==> config.mk <==
export PLATFORM = sky130hd
export DESIGN_NAME = uart_rx
export DESIGN_NICKNAME = d
export VERILOG_FILES = /design/src/rtl/uart_pkg.sv /design/src/rtl/uart_rx_sync.sv /design/src/rtl/uart_rx.sv
export SDC_FILE = /design/constraint.sdc
export NUM_CORES = 1
export LEC_CHECK = 0
export CORE_MARGIN = 2
export CORE_UTILIZATION = 55
export DETAILED_ROUTE_END_ITERATION = 6
export DONT_BUFFER_PORTS = 1
export GPL_TIMING_DRIVEN = 0
export MAX_ROUTING_LAYER = met4
export PLACE_DENSITY = 0.73
export SYNTH_ARGS = -nofsm -noshare
export SYNTH_HDL_FRONTEND = slang
export SYNTH_SLANG_ARGS = --single-unit
==> constraint.sdc <==
create_clock -name clk_25M -period 1.5 [get_ports clk_25M]
set_input_delay 0.375 -clock clk_25M [delete_from_list [all_inputs] [get_ports clk_25M]]
set_output_delay 0.375 -clock clk_25M [all_outputs]
set_load 0.1 [all_outputs]
==> src/rtl/uart_pkg.sv <==
// Shared types and constants for the UART receiver.
// UART_RX_PARITY_EN adds the PARITY state to the receiver FSM.
package uart_pkg;

  localparam int unsigned DATA_W = 8;

`ifdef UART_RX_PARITY_EN
  typedef enum logic [2:0] {
    IDLE,
    START,
    DATA,
    PARITY,
    STOP,
    WAIT_IDLE
  } state_t;
`else
  typedef enum logic [2:0] {
    IDLE,
    START,
    DATA,
    STOP,
    WAIT_IDLE
  } state_t;
`endif

endpackage

==> src/rtl/uart_rx_sync.sv <==
// Two-flop synchronizer for an asynchronous single-bit input.
module RxSync #(
  parameter logic p_rst_val = 1'b1
) (
  input  logic clk,
  input  logic rst,
  input  logic d,
  output logic q
);

  logic meta_q;
  logic sync_q;

  always_ff @(posedge clk or posedge rst) begin
    if (rst) begin
      meta_q <= p_rst_val;
      sync_q <= p_rst_val;
    end else begin
      meta_q <= d;
      sync_q <= meta_q;
    end
  end

  assign q = sync_q;

endmodule

==> src/rtl/uart_rx.sv <==
// 8-bit UART receiver, LSB first, one stop bit, mid-bit sampling.
// Define UART_RX_PARITY_EN to receive and check one even-parity bit.
module uart_rx
  import uart_pkg::*;
#(
  parameter int unsigned p_clk_freq = 25_000_000,
  parameter int unsigned p_baud     = 115_200
) (
  input  logic              clk_25M,
  input  logic              rst,
  input  logic              rx,
  output logic [DATA_W-1:0] ascii,
  output logic              ascii_val,
  output logic              frame_err,
  output logic              parity_err
);

  localparam int unsigned CPB   = p_clk_freq / p_baud;
  localparam int unsigned CNT_W = (CPB > 1) ? $clog2(CPB) : 1;
  localparam logic [CNT_W-1:0] CNT_FULL = CNT_W'(CPB - 1);
  localparam logic [CNT_W-1:0] CNT_HALF = CNT_W'((CPB / 2 > 0) ? (CPB / 2 - 1) : 0);

  logic rx_s;

  RxSync #(.p_rst_val(1'b1)) u_sync (
    .clk (clk_25M),
    .rst (rst),
    .d   (rx),
    .q   (rx_s)
  );

  state_t            state_q, state_d;
  logic [CNT_W-1:0]  cnt_q,   cnt_d;
  logic [2:0]        bit_q,   bit_d;
  logic [DATA_W-1:0] sr_q,    sr_d;
  logic [DATA_W-1:0] ascii_q, ascii_d;
  logic              val_q,   val_d;
  logic              ferr_q,  ferr_d;
`ifdef UART_RX_PARITY_EN
  logic              perr_q,    perr_d;
  logic              par_bad_q, par_bad_d;
`endif

  always_comb begin
    state_d = state_q;
    cnt_d   = cnt_q;
    bit_d   = bit_q;
    sr_d    = sr_q;
    ascii_d = ascii_q;
    val_d   = 1'b0;
    ferr_d  = 1'b0;
`ifdef UART_RX_PARITY_EN
    perr_d    = 1'b0;
    par_bad_d = par_bad_q;
`endif
    case (state_q)
      IDLE: begin
        if (!rx_s) begin
          state_d = START;
          cnt_d   = '0;
        end
      end
      START: begin
        if (cnt_q == CNT_HALF) begin
          cnt_d   = '0;
          bit_d   = '0;
          state_d = rx_s ? IDLE : DATA;
`ifdef UART_RX_PARITY_EN
          par_bad_d = 1'b0;
`endif
        end else begin
          cnt_d = cnt_q + 1'b1;
        end
      end
      DATA: begin
        if (cnt_q == CNT_FULL) begin
          cnt_d = '0;
          sr_d  = {rx_s, sr_q[DATA_W-1:1]};
          bit_d = bit_q + 3'd1;
          if (bit_q == 3'd7) begin
`ifdef UART_RX_PARITY_EN
            state_d = PARITY;
`else
            state_d = STOP;
`endif
          end
        end else begin
          cnt_d = cnt_q + 1'b1;
        end
      end
`ifdef UART_RX_PARITY_EN
      PARITY: begin
        if (cnt_q == CNT_FULL) begin
          cnt_d     = '0;
          par_bad_d = rx_s ^ (^sr_q);
          state_d   = STOP;
        end else begin
          cnt_d = cnt_q + 1'b1;
        end
      end
`endif
      STOP: begin
        if (cnt_q == CNT_FULL) begin
          cnt_d = '0;
          // Leaving at mid-stop-bit lets an immediately following start bit be caught.
          if (!rx_s) begin
            ferr_d  = 1'b1;
            state_d = WAIT_IDLE;
`ifdef UART_RX_PARITY_EN
          end else if (par_bad_q) begin
            perr_d  = 1'b1;
            state_d = IDLE;
`endif
          end else begin
            ascii_d = sr_q;
            val_d   = 1'b1;
            state_d = IDLE;
          end
        end else begin
          cnt_d = cnt_q + 1'b1;
        end
      end
      WAIT_IDLE: begin
        if (rx_s) state_d = IDLE;
      end
      default: state_d = IDLE;
    endcase
  end

  always_ff @(posedge clk_25M or posedge rst) begin
    if (rst) begin
      state_q <= IDLE;
      cnt_q   <= '0;
      bit_q   <= '0;
      sr_q    <= '0;
      ascii_q <= '0;
      val_q   <= 1'b0;
      ferr_q  <= 1'b0;
`ifdef UART_RX_PARITY_EN
      perr_q    <= 1'b0;
      par_bad_q <= 1'b0;
`endif
    end else begin
      state_q <= state_d;
      cnt_q   <= cnt_d;
      bit_q   <= bit_d;
      sr_q    <= sr_d;
      ascii_q <= ascii_d;
      val_q   <= val_d;
      ferr_q  <= ferr_d;
`ifdef UART_RX_PARITY_EN
      perr_q    <= perr_d;
      par_bad_q <= par_bad_d;
`endif
    end
  end

  assign ascii     = ascii_q;
  assign ascii_val = val_q;
  assign frame_err = ferr_q;
`ifdef UART_RX_PARITY_EN
  assign parity_err = perr_q;
`else
  assign parity_err = 1'b0;
`endif

endmodule

Word level (Yosys, flattened, before mapping)
Index checks and enable logic that the tools add are counted.

word-level totals
  memory bits (read-only) = 0
  word-level logic and storage cells = 55
  RAM bits = 0
  input port bits = 3
  memories = 0
  bits in latches = 0
  bits in registers = 34

operators by class
  shift-type cells = 0
  eq/ne operators = 13
  magnitude comparators = 0
  add/sub/neg operators = 2
  divide/modulo/power cells = 0
  $mul = 0
  multiplexer cells = 22
  bitwise logic cells = 0
  reductions and logical operators = 9

operators by type and width
  kind                                                                    count
  3-bit two-way mux                                                       9
  8-bit two-way mux                                                       3
  8-bit case mux with 3 select lines                                      1
  3-bit case mux with 5 select lines                                      1
  2-bit != test (second input constant)                                   5
  8-bit by 1-bit adder with 8-bit output (second input constant)          1
  8-bit by 7-bit equality test with 1-bit output (second input constant)  1
  8-bit equality test (second input constant)                             1
  3-bit by 2-bit equality test with 1-bit output (second input constant)  2
  3-bit equality test (second input constant)                             2
  1-bit two-way mux                                                       6
  3-bit case mux with 2 select lines                                      1
  3-bit AND reduction                                                     2
  6-bit AND reduction                                                     1
  2-bit AND reduction                                                     2
  3-bit by 1-bit adder with 3-bit output (second input constant)          1
  3-bit by 1-bit equality test with 1-bit output (second input constant)  1
  3-bit zero test                                                         1
  3-bit nonzero test                                                      1
  2-bit two-way mux                                                       1
  2-bit by 1-bit != test with 1-bit output (second input constant)        1
  2-bit nonzero test                                                      1
  2-bit OR reduction                                                      1

Longest topological paths before layout
  word-level depth = 4
  depth in mapped cells = 7
  depth with buffers taken out = 6

Hierarchy
Synthesis repeated with hierarchy kept, for this count alone.

second synthesis, totals
  cell total of the unflattened synthesis = 136
  area total of the unflattened synthesis = 1574.0 um^2

by module, submodules not included
  module   area each (um^2)  cells each  times used  sequential area each (um^2)
  uart_rx  1517.7            133         1           800.8
  RxSync   56.3              3           1           52.6

Worst setup path after synthesis
Ideal clock, no wire load.

  path kind = register -> register
  start = reg cnt_q[0]
  end = reg sr_q[0]
  arrival = 1.520 ns
  data required time = 1.375 ns
  path buffers = 1
  setup time = 0.125 ns
  stages on the path, launching flop included = 7
  slack = -0.145 ns
  cells stage by stage = dfrtp_1 > inv_1 > ha_1 > and4b_1 > and4_1 > buf_4 > mux2_2

on the way
  word-level cells in the longest chain between the ends = 2

ends and longest elaborated chain
  what                           line            RTL
  from (decl)                    uart_rx.sv:33   logic [CNT_W-1:0] cnt_q, cnt_d;
  from (signal assigned)         uart_rx.sv:145  cnt_q <= cnt_d;
  8-bit equality test            uart_rx.sv:76   if (cnt_q == CNT_FULL) begin
  2-bit AND reduction (no line)  n/a
  to (signal assigned)           uart_rx.sv:147  sr_q <= sr_d;
  to (decl)                      uart_rx.sv:35   logic [DATA_W-1:0] sr_q, sr_d;

No other way between the ends.
A chain may end at the register's enable or synchronous reset.

Worst setup path in the final report
  start = reg cnt_q[4]
  end = reg bit_q[0]

on the way
  word-level cells in the longest chain between the ends = 3
  elaborated cells on any way between the ends = 5
  those cells by class = 4 x eq/ne; 1 x reduce/logical

ends and longest elaborated chain
  what                                                                                          line                          RTL
  8-bit equality test / 8-bit by 7-bit equality test with 1-bit output (equally long branches)  uart_rx.sv:76, uart_rx.sv:64
  2-bit != test (no line)                                                                       n/a
  3-bit AND reduction (no line) (*)                                                             n/a
  to (signal assigned)                                                                          uart_rx.sv:146                bit_q <= bit_d;
  to (decl)                                                                                     uart_rx.sv:34                 logic [2:0] bit_q, bit_d;

Mark *: on every way between the ends. The rest lies on a longest branch, timed or not.

==> results_dict.tcl <==
set metrics [dict create \
    synth-seq-cells 34 \
    start_util 0.583 \
    layout_common_cells "17 x dfrtp_1, 15 x dfrtp_2, 13 x nand2_1, 13 x buf_4, 9 x mux2_4" \
    dieHeight_um 58.3 \
    drt-initial-drc-count 38 \
    pwr-share-clk 0.361 \
    postRouteAntennaNets 0 \
    wl_met1_um 1540 \
    hold_ws_ns 0.0334 \
    first_global_vias 1163 \
    clk_pin_slew_ns 0.11 \
    final_common_cell "dfrtp_1" \
    yosys_warnings 0 \
    top_layer "met4" \
    vias 1211 \
    power_frac_seq 0.614 \
    clk_path_buf_depth 2 \
    slew_headroom 0.536 \
    finalClockSkew_ns 0.0182 \
    synth_edf_count 0 \
    power_density_mw_per_mm2 730 \
    cts_root_buffer "clkbuf_4" \
    critPathKind "flop to flop" \
    switchingPower_mw 0.354 \
    gp_congestion 0.873 \
    timing.reg2reg.setup_slack_ns -0.18 \
    finalPower_mw 1.51 \
    synth_nets 146 \
    grt_antenna_before_repair 0 \
    avgSynthCellArea_um2 11.7 \
    dr_wl_met3_um 208 \
    grt_overflow 0 \
    cellInternalPower_mw 1.15 \
    wl_per_cell_um 18.4 \
    swShare 0.235 \
    drv_slew 0 \
    wl_um 3580 \
    diodes 0 \
    finalNonFillerCells 195 \
    period_share 1.12 \
    rsz0062_at_grt "yes" \
    crit_end "bit_q[0]" \
    r2r_start "cnt_q[4]" \
    hp-start "rx" \
    dp_hpwl_um 1940 \
    die_w_um 58.3 \
    synthCells 139 \
    grt_pass1_wl_um 5660 \
    hold_violations 0 \
    fillerInstances 165 \
    htreeDepth 2 \
    ios 14 \
    num_rows 19 \
    peakVddDrop_v 0.000758 \
    end_kind "flop" \
    tightest_slew_ns 0.692 \
    grt_use_total 0.238 \
    async_flop_share 1.00 \
    violations "setup timing" \
    yosysSeqAreaShare 0.526 \
    pwr-share-comb 0.025 \
    synth_cell_types 45 \
    grt_max_degree 35 \
    fin_area_mm2 0.00207 \
    numCtsBuffers 5 \
    ys.flop_type "dfrtp_1" \
    reg2reg_to "bit_q[0]" \
    reg2regPathDepth 5 \
    p_leak_nw 0.922 \
    dp.cells 170 \
    cp.arrival_ns 1.91 \
    areaGrowthSynthToFinish_pct 27.4 \
    clock-sinks 34 \
    placed_cell_area_mm2 0.00168 \
    nets 170 \
    syn_area_mm2 0.00162 \
    maxCapViolations 0 \
    final_layout_size_suffix_gt1_frac 0.530 \
    drt-pass1-iter-count 4 \
    seq_area_um2 872 \
    startpoint "cnt_q[4]" \
    cts_tree "yes" \
    post-place-ws_ns -0.236 \
    period_needed_ns 1.68 \
    hold_class "primary input to flop" \
    die-area_mm2 0.00340 \
    crit_required_ns 1.74 \
    drc 0 \
    port_buffers 0 \
    setup_viol 30 \
    fmax_ghz 0.597 \
    dr_wl_met2_um 1780 \
    post_drt_via_cell_ratio 6.21 \
    path_max_fanout 5 \
    start_kind "flop" \
    multi_input_area_um2 907 \
    status "finished, violations left" \
    core_area_mm2 0.00278 \
    fin_ws_ns -0.176 \
    insertion_delay_ns 0.34 \
]
-- final cells by class --
| class | count | area share |
|---|---|---|
| Buffer | 4 | 0.0188 |
| Clock buffer | 6 | 0.0248 |
| Inverter | 5 | 0.00909 |
| Tap cell | 31 | 0.0188 |
| Clock inverter | 2 | 0.00606 |
| Multi-Input combinational cell | 98 | 0.439 |
| Timing Repair Buffer | 15 | 0.0612 |
| Sequential cell | 34 | 0.422 |
-- synthesized netlist by cell type, drive strengths merged, types with 3 or more instances --
cell type	instances	area, µm²
mux2	17	195
and4	3	26.3
o21ai	9	45.0
nor2	11	43.8
nand2	13	48.8
buf	3	26.3
inv	5	18.8
nand3	3	15.0
dfrtp	32	801
ha	4	50.1
a21o	3	22.5
-- how the worst min path moves through the flow --
stage	slack, ns	cells after the start	to
finish	0.03	0	u_sync.meta_q
floorplan	0.35	0	u_sync.q
CTS	0.02	0	u_sync.meta_q
global placement	0.35	0	u_sync.q
global route	0.0008	0	u_sync.meta_q
detailed placement	0.35	0	u_sync.q
-- registers in the layout, indices dropped and copies added, names as in the netlist --
signal         cells
bit_q              3
u_sync.meta_q      1
sr_q               8
frame_err          1
state_q            3
cnt_q              8
ascii              8
ascii_val          1
u_sync.q           1
-- what timing repair did --
item | CTS | global route
pin swaps | 13 | 7
hold buffers | 0 | 1
buffers inserted | 10 | 2
cloned | 3 | 1
setup endpoints to repair | 40 | 30
hold endpoints to repair | 0 | 19
resized for setup | 50 | 4
-- power groups by stage --
stage                     clock [mW]  sequential (mW)  combinational (mW)
final                          0.544            0.927              0.0376
after global routing           0.592            0.927              0.0423
after CTS                      0.544            0.926              0.0319
after detailed placement           0            0.940              0.0359
after global placement             0            0.939              0.0351
after floorplan                    0            0.939              0.0296
-- cells by family (layout without fill, tap and decap cells) --
kind of cell,Yosys count,count (layout),synth area share
mux,17,17,0.120
xor+xnor,2,2,0.0108
buf+inv,10,32,0.0332
flops,34,34,0.526
compound gates,25,27,0.111
other cells,1,1,0.00231
simple gates,46,47,0.165
fa+ha+maj,4,4,0.0309
-- through the flow --
stage | TNS, ns | util
6_report | -2.97 | 0.743
5_1_grt | -4.49 | 0.743
4_1_cts | -1.98 | 0.716
3_5_place_dp | -5.19 | 0.605
3_3_place_gp | -3.66 | 0.605
2_1_floorplan | -0.892 | -
-- worst max-delay path, cell delays in order (launching register included) --
cell     delay (ns)
dfrtp_1        0.39
buf_6          0.13
or4b_4         0.54
nor3_4         0.18
nor2_4         0.07
mux2_4         0.25
-- per-layer routing --
metal	global-route usage	vias to the layer above
met5	-	-
met4	0.0764	0
met3	0.0703	6
met2	0.355	44
met1	0.315	609
li1	-	552
(Power assumes the default switching activity.)
